## config.mk

```make
export PLATFORM = sky130hd
export DESIGN_NAME = add_1p_arbiter_flat
export DESIGN_NICKNAME = d
export VERILOG_FILES = /design/src/rtl/add_1p_arbiter_pkg.sv /design/src/rtl/add_1p_arbiter_if.sv /design/src/rtl/add_1p.sv /design/src/rtl/add_1p_arbiter_rr_arbiter.sv /design/src/rtl/add_1p_arbiter.sv /design/src/flat_wrapper.sv
export SDC_FILE = /design/constraint.sdc
export NUM_CORES = 1
export LEC_CHECK = 0
export CAP_MARGIN = 25
export CORE_UTILIZATION = 45
export CTS_CLUSTER_DIAMETER = 120
export CTS_CLUSTER_SIZE = 40
export DETAILED_ROUTE_END_ITERATION = 10
export PLACE_DENSITY = 0.9
export SLEW_MARGIN = 20
export SYNTH_ARGS = -nofsm -noshare
export SYNTH_HDL_FRONTEND = slang
export SYNTH_SLANG_ARGS = --single-unit
export TNS_END_PERCENT = 50
```

## constraint.sdc

```tcl
create_clock -name clk -period 4.7 [get_ports clk]
set_clock_uncertainty 0.15 [all_clocks]
set_input_delay 0.94 -clock clk [delete_from_list [all_inputs] [get_ports clk]]
set_output_delay 0.94 -clock clk [all_outputs]
set_load 0.01 [all_outputs]
```

## src/rtl/add_1p_arbiter_pkg.sv

```systemverilog
// Shared constants and types for the add_1p round-robin arbiter.
package add_arb_pkg;

  localparam int unsigned DEF_NREQ = 4;
  localparam int unsigned DEF_LAT  = 1;
  localparam int unsigned IDXW     = $clog2(DEF_NREQ);

  // Ownership tag that travels alongside each in-flight sum
  typedef struct packed {
    logic            valid;
    logic [IDXW-1:0] idx;
  } tag_t;

endpackage

```

## src/rtl/add_1p_arbiter_if.sv

```systemverilog
// Requester-side bundle: per-requester request/response handshakes plus idle.
interface add_1p_arbiter_if
  import add_arb_pkg::*;
#(
  parameter int unsigned NREQ  = DEF_NREQ,
  parameter int unsigned WIDTH = 16
);

  logic [NREQ-1:0]       req_valid;
  logic [NREQ-1:0]       req_ready;
  logic [NREQ*WIDTH-1:0] req_x;
  logic [NREQ*WIDTH-1:0] req_y;
  logic [NREQ-1:0]       rsp_valid;
  logic [NREQ-1:0]       rsp_ready;
  logic [NREQ*WIDTH-1:0] rsp_sum;
  logic                  idle;

  modport master (
    output req_valid, req_x, req_y, rsp_ready,
    input  req_ready, rsp_valid, rsp_sum, idle
  );

  modport slave (
    input  req_valid, req_x, req_y, rsp_ready,
    output req_ready, rsp_valid, rsp_sum, idle
  );

endinterface

```

## src/rtl/add_1p.sv

```systemverilog
// One-stage pipelined adder: low segment and its carry are registered, high
// segment is finished after the register. No valid, no reset.
module add_1p #(
  parameter int unsigned WIDTH     = 16,
  parameter int unsigned LSB_WIDTH = 8,
  parameter int unsigned MSB_WIDTH = 8
) (
  input  logic             clk,
  input  logic [WIDTH-1:0] x,
  input  logic [WIDTH-1:0] y,
  output logic [WIDTH-1:0] sum
);

  logic [LSB_WIDTH:0]   lsb_d, lsb_q;
  logic [MSB_WIDTH-1:0] msb_x_d, msb_x_q;
  logic [MSB_WIDTH-1:0] msb_y_d, msb_y_q;

  // Low-segment add and high-segment operand split
  always_comb begin
    lsb_d   = {1'b0, x[LSB_WIDTH-1:0]} + {1'b0, y[LSB_WIDTH-1:0]};
    msb_x_d = x[WIDTH-1 -: MSB_WIDTH];
    msb_y_d = y[WIDTH-1 -: MSB_WIDTH];
  end

  // Pipeline register between the two segments
  always_ff @(posedge clk) begin
    lsb_q   <= lsb_d;
    msb_x_q <= msb_x_d;
    msb_y_q <= msb_y_d;
  end

  assign sum = {msb_x_q + msb_y_q + MSB_WIDTH'(lsb_q[LSB_WIDTH]), lsb_q[LSB_WIDTH-1:0]};

endmodule

```

## src/rtl/add_1p_arbiter_rr_arbiter.sv

```systemverilog
// Combinational round-robin picker: first eligible index at or above ptr, with wrap.
module rr_arbiter
  import add_arb_pkg::*;
#(
  parameter int unsigned NREQ = DEF_NREQ,
  parameter int unsigned W_IDX = IDXW
) (
  input  logic [NREQ-1:0]  eligible,
  input  logic [W_IDX-1:0] ptr,
  output logic [NREQ-1:0]  grant_c,
  output logic [W_IDX-1:0] grant_idx_c,
  output logic             grant_valid_c
);

  logic [W_IDX-1:0] cand;

  // Upward search from ptr; the first hit wins
  always_comb begin
    grant_c       = '0;
    grant_idx_c   = '0;
    grant_valid_c = 1'b0;
    cand          = '0;
    for (int unsigned i = 0; i < NREQ; i++) begin
      cand = W_IDX'((32'(ptr) + i) % NREQ);
      if (!grant_valid_c && eligible[cand]) begin
        grant_valid_c = 1'b1;
        grant_idx_c   = cand;
        grant_c[cand] = 1'b1;
      end
    end
  end

endmodule

```

## src/rtl/add_1p_arbiter.sv

```systemverilog
// Shares one add_1p between NREQ requesters; tags track ownership of each sum.
module add_1p_arbiter
  import add_arb_pkg::*;
#(
  parameter int unsigned WIDTH     = 16,
  parameter int unsigned LSB_WIDTH = 8,
  parameter int unsigned MSB_WIDTH = 8,
  parameter int unsigned NREQ      = DEF_NREQ,
  parameter int unsigned LAT       = DEF_LAT
) (
  input  logic             clk,
  input  logic             rst_n,
  add_1p_arbiter_if.slave  bus
);

  logic [NREQ-1:0]       busy_d, busy_q;
  logic [NREQ-1:0]       rsp_valid_d, rsp_valid_q;
  logic [NREQ*WIDTH-1:0] rsp_sum_d, rsp_sum_q;
  logic [IDXW-1:0]       ptr_d, ptr_q;
  logic                  idle_d, idle_q;
  tag_t                  tag_d [LAT];
  tag_t                  tag_q [LAT];

  logic [NREQ-1:0]  eligible;
  logic [NREQ-1:0]  gnt_oh;
  logic [IDXW-1:0]  gnt_idx;
  logic             gnt_valid;
  logic [NREQ-1:0]  rsp_hs;
  logic [WIDTH-1:0] add_x, add_y, add_sum;
  logic             any_tag;

  assign eligible = bus.req_valid & ~busy_q;
  assign rsp_hs   = rsp_valid_q & bus.rsp_ready;

  rr_arbiter #(
    .NREQ  (NREQ),
    .W_IDX (IDXW)
  ) u_rr (
    .eligible      (eligible),
    .ptr           (ptr_q),
    .grant_c       (gnt_oh),
    .grant_idx_c   (gnt_idx),
    .grant_valid_c (gnt_valid)
  );

  // Operand mux from the granted requester; zero when nobody is granted
  always_comb begin
    add_x = '0;
    add_y = '0;
    if (gnt_valid) begin
      add_x = bus.req_x[32'(gnt_idx)*WIDTH +: WIDTH];
      add_y = bus.req_y[32'(gnt_idx)*WIDTH +: WIDTH];
    end
  end

  add_1p #(
    .WIDTH     (WIDTH),
    .LSB_WIDTH (LSB_WIDTH),
    .MSB_WIDTH (MSB_WIDTH)
  ) u_add (
    .clk (clk),
    .x   (add_x),
    .y   (add_y),
    .sum (add_sum)
  );

  // Slot bookkeeping, result capture, tag shift and pointer advance
  always_comb begin
    busy_d      = (busy_q & ~rsp_hs) | gnt_oh;
    rsp_valid_d = rsp_valid_q & ~rsp_hs;
    rsp_sum_d   = rsp_sum_q;
    ptr_d       = ptr_q;
    tag_d       = tag_q;
    any_tag     = 1'b0;

    if (tag_q[LAT-1].valid) begin
      rsp_valid_d[tag_q[LAT-1].idx] = 1'b1;
      rsp_sum_d[32'(tag_q[LAT-1].idx)*WIDTH +: WIDTH] = add_sum;
    end

    for (int unsigned s = LAT - 1; s > 0; s--) begin
      tag_d[s] = tag_q[s-1];
    end
    tag_d[0].valid = gnt_valid;
    tag_d[0].idx   = gnt_idx;

    if (gnt_valid) begin
      ptr_d = (32'(gnt_idx) == NREQ - 1) ? '0 : gnt_idx + IDXW'(1);
    end

    for (int unsigned s = 0; s < LAT; s++) begin
      any_tag = any_tag | tag_d[s].valid;
    end
    idle_d = ~(|busy_d) & ~any_tag;
  end

  // State registers; reset discards in-flight tags and buffered results
  always_ff @(posedge clk or negedge rst_n) begin
    if (!rst_n) begin
      busy_q      <= '0;
      rsp_valid_q <= '0;
      rsp_sum_q   <= '0;
      ptr_q       <= '0;
      idle_q      <= 1'b1;
      for (int unsigned s = 0; s < LAT; s++) begin
        tag_q[s] <= '0;
      end
    end else begin
      busy_q      <= busy_d;
      rsp_valid_q <= rsp_valid_d;
      rsp_sum_q   <= rsp_sum_d;
      ptr_q       <= ptr_d;
      idle_q      <= idle_d;
      tag_q       <= tag_d;
    end
  end

  assign bus.req_ready = gnt_oh & {NREQ{rst_n}};
  assign bus.rsp_valid = rsp_valid_q;
  assign bus.rsp_sum   = rsp_sum_q;
  assign bus.idle      = idle_q;

endmodule

```

## src/flat_wrapper.sv

```systemverilog
// flat-port wrapper written by rule: the top's interface ports become plain ports
module add_1p_arbiter_flat import add_arb_pkg::*;
#(
  parameter int unsigned WIDTH     = 16,
  parameter int unsigned LSB_WIDTH = 8,
  parameter int unsigned MSB_WIDTH = 8,
  parameter int unsigned NREQ      = DEF_NREQ,
  parameter int unsigned LAT       = DEF_LAT
)
  (clk, rst_n, bus_req_valid, bus_req_x, bus_req_y, bus_rsp_ready, bus_req_ready, bus_rsp_valid, bus_rsp_sum, bus_idle);
  add_1p_arbiter_if #(.NREQ(NREQ), .WIDTH(WIDTH)) bus_i ();
  input  logic clk;
  input  logic rst_n;
  input wire logic [$bits(bus_i.req_valid)-1:0] bus_req_valid;
  input wire logic [$bits(bus_i.req_x)-1:0] bus_req_x;
  input wire logic [$bits(bus_i.req_y)-1:0] bus_req_y;
  input wire logic [$bits(bus_i.rsp_ready)-1:0] bus_rsp_ready;
  output wire logic [$bits(bus_i.req_ready)-1:0] bus_req_ready;
  output wire logic [$bits(bus_i.rsp_valid)-1:0] bus_rsp_valid;
  output wire logic [$bits(bus_i.rsp_sum)-1:0] bus_rsp_sum;
  output wire logic [$bits(bus_i.idle)-1:0] bus_idle;
  assign bus_i.req_valid = bus_req_valid;
  assign bus_i.req_x = bus_req_x;
  assign bus_i.req_y = bus_req_y;
  assign bus_i.rsp_ready = bus_rsp_ready;
  assign bus_req_ready = bus_i.req_ready;
  assign bus_rsp_valid = bus_i.rsp_valid;
  assign bus_rsp_sum = bus_i.rsp_sum;
  assign bus_idle = bus_i.idle;
  add_1p_arbiter #(.WIDTH(WIDTH), .LSB_WIDTH(LSB_WIDTH), .MSB_WIDTH(MSB_WIDTH), .NREQ(NREQ), .LAT(LAT)) u_core (.clk(clk), .rst_n(rst_n), .bus(bus_i));
endmodule
```

Yosys cells after proc, flatten, opt, wreduce, memory -nomap -nowiden
Index checks and enable logic that the tools add are counted.

Add/sub/neg operators: 8. $lt $le $gt $ge: 10. Equal/unequal tests: 1. Shift operators: 4. Muxes and demuxes: 35. Bitwise operators: 15. Reductions and logical operators: 12.

Operators by type and width (count): indexed part select 64 x 7 -> 16 bit (2); bitwise mux 64 bit (1); variable shift 16 x 34 -> 64 bit (first input constant) (1); indexed part select 16 x 34 -> 64 bit (1); negation 6 -> 34 bit (1); AND 4 bit (5); two-way mux 4 bit (5); bitwise OR 4 bit (5); two-way mux 8 bit (2); < comparator 2 x 3 -> 1 bit (second input constant) (5); two-way mux 1 bit (13); demux 1 bit (select 2 bit) (5); greater-or-equal comparator 2 x 1 -> 1 bit (second input constant) (5); two-way mux 2 bit (5); adder 8 x 8 -> 9 bit (1); adder 8 x 1 -> 8 bit (1); adder 8 bit (1); binary-select mux 1 bit (select 2 bit) (4); logical AND 1 bit (8); inverter 4 bit (2); adder 2 x 1 -> 2 bit (second input constant) (2); adder 2 bit (second input constant) (2); OR reduction 4 bit (1); zero test 1 bit (3); other kinds (3) (4).

Register bits: 103. Bits of input ports: 138. Logic and storage cells: 95.

Logic depth before layout (Yosys ltp)
Depth in word-level cells: 18. Gate-level depth with buffers: 19. Gate-level depth less buffers: 15.

By module
Synthesis repeated with hierarchy kept, for this count alone.

Cells, all modules: 434. Area total of the unflattened synthesis: 5599.1 µm².

By module, submodules not included: add_1p_arbiter (times used 1, cells each 282, area each 4011.3 µm²); add_1p (times used 1, cells each 107, area each 1168.6 µm²); rr_arbiter (times used 1, cells each 45, area each 419.2 µm²).

Least setup slack after synthesis
No wires, ideal clock.

Path kind: input-to-reg. Start point: in bus_req_valid[1]. End point: reg u_core.u_add.lsb_q[8]. Library setup time: 126 ps. Arrival: 3991 ps. Data required time: 4424 ps. Slack: 434 ps. Stages on the path: 16. Buffers on the path: 3. Cell sequence: nor2b_1 buf_6 mux4_2 a21oi_2 a2bb2oi_2 buf_8 buf_12 mux2i_1 o22ai_1 ha_1 fa_1 a21o_1 a21oi_1 o21bai_1 a21oi_1 o21ai_0.

Cells in the longest elaborated chain, start to end: 16. Elaborated cells between the ends (all ways): 28. Classes of those cells: 1 x add/sub; 2 x shift; 18 x mux; 1 x bitwise; 6 x reduce/logical.

Ends and longest elaborated chain: start: declaration (line flat_wrapper.sv:14) `input wire logic [$bits(bus_i.req_valid)-1:0] bus_req_valid;`; AND 4 bit * (line add_1p_arbiter.sv:32) `assign eligible = bus.req_valid & ~busy_q;`; binary-select mux 1 bit (select 2 bit) (line add_1p_arbiter_rr_arbiter.sv:25) `if (!grant_valid_c && eligible[cand]) begin`; two-way mux 1 bit (not written as such) (line add_1p_arbiter_rr_arbiter.sv:25); two-way mux 1 bit (line add_1p_arbiter_rr_arbiter.sv:25); zero test 1 bit (line add_1p_arbiter_rr_arbiter.sv:25); logical AND 1 bit (line add_1p_arbiter_rr_arbiter.sv:25); two-way mux 1 bit (line add_1p_arbiter_rr_arbiter.sv:25); zero test 1 bit (line add_1p_arbiter_rr_arbiter.sv:25); logical AND 1 bit (line add_1p_arbiter_rr_arbiter.sv:25); two-way mux 1 bit (line add_1p_arbiter_rr_arbiter.sv:25); zero test 1 bit (line add_1p_arbiter_rr_arbiter.sv:25); logical AND 1 bit (line add_1p_arbiter_rr_arbiter.sv:25); two-way mux 2 bit (line add_1p_arbiter_rr_arbiter.sv:25); indexed part select 64 x 7 -> 16 bit, on equally long branches (line add_1p_arbiter.sv:51, add_1p_arbiter.sv:52); two-way mux 8 bit (line add_1p_arbiter.sv:50) `if (gnt_valid) begin`; adder 8 x 8 -> 9 bit * (line add_1p.sv:20) `lsb_d = {1'b0, x[LSB_WIDTH-1:0]} + {1'b0, y[LSB_WIDTH-1:0]};`; net u_core.u_add.lsb_d[8] (line add_1p.sv:14) `logic [LSB_WIDTH:0] lsb_d, lsb_q;`; end signal: assignment (line add_1p.sv:27) `lsb_q <= lsb_d;`; end: declaration (line add_1p.sv:14).

Mark *: on every way through the listed nets, which the timed path passes. The rest lies on a longest branch. The select of a mux whose other input is x is not followed. A chain may end at the register's enable or synchronous reset.

Worst setup path after layout
Start point: in bus_req_valid[3]. End point: out bus_req_ready[3].

Cells in the longest elaborated chain, start to end: 14. Elaborated cells between the ends (all ways): 26. Classes of those cells: 15 x mux; 5 x bitwise; 6 x reduce/logical.

Ends and longest elaborated chain: AND 4 bit * (line add_1p_arbiter.sv:32); binary-select mux 1 bit (select 2 bit) (line add_1p_arbiter_rr_arbiter.sv:25); two-way mux 1 bit (not written as such) (line add_1p_arbiter_rr_arbiter.sv:25); two-way mux 1 bit (line add_1p_arbiter_rr_arbiter.sv:25); zero test 1 bit (line add_1p_arbiter_rr_arbiter.sv:25); logical AND 1 bit (line add_1p_arbiter_rr_arbiter.sv:25); two-way mux 1 bit (line add_1p_arbiter_rr_arbiter.sv:25); zero test 1 bit (line add_1p_arbiter_rr_arbiter.sv:25); logical AND 1 bit (line add_1p_arbiter_rr_arbiter.sv:25); two-way mux 1 bit (line add_1p_arbiter_rr_arbiter.sv:25); zero test 1 bit (line add_1p_arbiter_rr_arbiter.sv:25); logical AND 1 bit (line add_1p_arbiter_rr_arbiter.sv:25); two-way mux 4 bit * (line add_1p_arbiter_rr_arbiter.sv:25); AND 4 bit * (line add_1p_arbiter.sv:118) `assign bus.req_ready = gnt_oh & {NREQ{rst_n}};`; end: declaration (line flat_wrapper.sv:18) `output wire logic [$bits(bus_i.req_ready)-1:0] bus_req_ready;`.

Mark *: on every way between the ends. The rest lies on a longest branch, timed or not. The select of a mux whose other input is x is not followed.

==> flow_metrics.py <==
metrics = {
    "routing": {
        "routed_wl_mm": 15.5,
        "vias": 4889,
        "via_per_inst": 5.66,
        "wire_per_inst_um": 18.0,
        "ant_nets": 0,
        "drtIter0Drc": 255,
        "drcViolationCount": 0,
        "first_pass_iters": 5,
    },
    "clocking": {
        "cts_hold_buf": 0,
        "post_cts_resized": 0,
        "ctsLongestPathBuffers": 2,
        "worstSkewPairLatency_ns": 0.34,
        "clk_pin_slew_ns": 0.06,
        "cts_buffers": 9,
        "cts_tree": "yes",
        "post_cts_buffers": 0,
        "clockRootBuffer": "clkbuf_16",
        "clock-sinks": 103,
        "htree_num_levels": 3,
    },
    "setup_path": {
        "cpMostUsedCell": "a21oi_1",
        "cp_top_family": "buffers and inverters",
        "endpoint": "bus_req_ready[3]",
        "cp_max_fo": 8,
        "r2r-end": "u_core.u_add.lsb_q[7]",
        "reg2reg_depth": 15,
        "cp_cell_sequence": "clkdlybuf4s50_1 -> nor2b_1 -> mux4_2 -> buf_4 -> a21oi_1 -> a21oi_1 -> a21oi_1 -> nor2b_1 -> clkdlybuf4s50_1",
        "max_stage_delay_ns": 0.54,
        "start_kind": "input pin",
        "r2r_start": "u_core.ptr_q[1]",
        "required_ns": 3.61,
        "critPathBufInv": 3,
        "arrival_ns": 3.41,
        "r2r_setup_slack_ns": 0.44,
        "path_class": "in2out",
        "endpoint_kind": "output port",
        "cp-startpoint": "bus_req_valid[3]",
        "cp.depth": 9,
        "slowest_stage": "clkdlybuf4s50_1",
    },
    "yosys": {
        "ys_ff_latch": 103,
        "synth_area_um2": 5550,
        "synth_area_per_cell_um2": 11.1,
        "syn_inst": 498,
        "ys_seq_area_share_pct": 44.2,
        "yosysUniqueCellTypes": 54,
        "async_flop_share_pct": 75.7,
        "synth_edf_count": 0,
        "synth.net_count": 669,
        "ys_warn_count": 0,
        "ys.flop_type": "dfrtp_1",
    },
    "sta": {
        "setup_violations": 0,
        "finalHoldViolCount": 0,
        "rsz0062_at_grt": "no",
        "layout_min_cycle_time_ns": 4.50,
        "tightest_slew_ns": 0.934,
        "fmax_ghz": 0.222,
        "relSlewSlack_pct": 37.7,
        "period_share_pct": 95.8,
        "tns_ns": 0,
        "slew_violations": 0,
    },
    "power": {
        "p_total_mw": 5.45,
        "peakVddDrop_mv": 0.384,
        "power.density_nw_per_um2": 678,
        "p_leak_nw": 3.69,
    },
    "floorplan": {
        "die_h_um": 113,
        "start_util_pct": 46.2,
        "die_area_um2": 12800,
        "core_um2": 12000,
        "fp.dieW_um": 113,
        "row_count": 40,
        "ios": 211,
    },
    "finish": {
        "final_common_cell": "clkdlybuf4s50_1",
        "nets": 880,
        "area_delta_synth_final_pct": 44.9,
        "drive_above_1_share_pct": 6.44,
        "most-common-layout-cells": "clkdlybuf4s50_1 (209), dfrtp_1 (77), mux2i_1 (64), a22o_1 (52), nand2_1 (34)",
        "instances_no_fill": 864,
    },
    "grt": {
        "grt_remaining_overflow": 0,
        "track_usage_pct": 24.5,
        "first_global_vias": 4840,
        "antenna_found_initial": 3,
        "grt_max_degree": 77,
        "grt_pass1_wl_mm": 24.3,
    },
    "placement": {
        "hpwl_mm": 12.5,
        "portBuffers": 210,
        "placed_cells": 845,
        "gp_congestion": 0.933,
    },
    "flow_run": {
        "cap_violations": 0,
    },
    "worst_hold_path": {
        "hp-class": "in2async",
    },
    "outcome": {
        "outcome": "complete, no violations",
    },
}
## worst register-to-register path, cell delays in order, from the launching register on
cell and delay [ns]:
dfrtp_1 0.55, inv_1 0.23, ha_1 0.49, mux4_2 0.40, a21oi_2 0.20, a2bb2oi_4 0.18
buf_12 0.17, mux2i_1 0.21, o22ai_1 0.17, ha_1 0.34, a21o_1 0.16, a21oi_1 0.20
nor2b_1 0.07, o21a_1 0.18, o41ai_1 0.32, xnor2_1 0.17
## final cells by class
class                   count  area, um2
inverters                  16       60.1
clock buffers              10        229
flip-flops and latches    103       2450
fillers                   893       3970
repair buffers            227       2240
diodes                      3       7.51
multi-input cells         352       2830
well taps                 147        184
clock inverters             6       45.0
## worst min path at each step
stage	endpoint	slack [ns]	cells past startpoint
after floorplan	u_core.bus.rsp_sum[16]	0.35	1
after global placement	u_core.bus.rsp_sum[57]	0.34	2
after detailed placement	u_core.bus.rsp_sum[25]	0.34	2
after CTS	u_core.ptr_q[1]	0.24	1
after global routing	u_core.ptr_q[0]	0.24	1
final	u_core.ptr_q[1]	0.25	1
## flip-flops by register name, summed over array words and instances (netlist names)
signal / count
u_core.u_add.msb_x_q: 8
u_core.bus.rsp_sum: 64
u_core.busy_q: 4
u_core.bus.rsp_valid: 4
u_core.bus.idle: 1
u_core.u_add.msb_y_q: 8
u_core.u_add.lsb_q: 9
u_core.tag_q: 3
u_core.ptr_q: 2
## power by group
part	switching [mW]	internal, mW
Clock	0.311	0.360
Combinational	1.67	1.62
Sequential	0.267	1.22
Total	2.25	3.20
## metrics by stage
step	cell area (um2)	setup slack, ns	utilization (%)	hold slack, ns
2_1_floorplan	5550	0.434	-	0.346
3_3_place_gp	7750	0.105	64.5	0.338
3_5_place_dp	7750	-0.0385	64.6	0.343
4_1_cts	8030	0.102	66.8	0.237
5_1_grt	8040	0.0640	67.0	0.236
6_report	8040	0.197	67.0	0.247
## logic make-up (layout without fill, tap and decap cells)
kind of cell    Yosys count  in the layout  share of synthesized area [%]
compound gates          149            149                           19.4
xor+xnor                 12             12                           1.89
fa+ha+maj                33             33                           7.85
buf+inv                  43            259                           5.34
flops                   103            103                           44.2
mux                      68             68                           13.2
other cells               0              3                              0
simple gates             90             90                           8.03
## layer usage
| layer | share of wire, % | track usage (%) |
|---|---|---|
| met4 | 3.3 | 11.0 |
| met5 | 0 | 0 |
| met1 | 42 | 30.4 |
| met2 | 50 | 42.8 |
| met3 | 4.9 | 2.84 |
## synthesized netlist by cell type (4+ instances only)
cell	instances	share of area, %
a21oi_1	13	1.2
o22ai_1	32	3.6
a21boi_0	5	0.68
a211oi_1	4	0.54
inv_1	14	0.95
nor2_1	14	0.95
o21ai_0	14	1.3
nor3_1	6	0.54
nand2_1	34	2.3
a22o_1	52	8.2
ha_1	30	6.8
o21ai_1	9	0.81
nor2b_1	10	1.1
dfrtp_1	77	35
xnor2_1	10	1.6
and2_1	4	0.45
nand3_1	5	0.45
buf_12	4	1.4
clkbuf_1	13	0.88
dfxtp_1	25	9.0
a21o_1	4	0.54
mux2i_1	64	12
No activity file was read; power rests on OpenSTA's default activity.
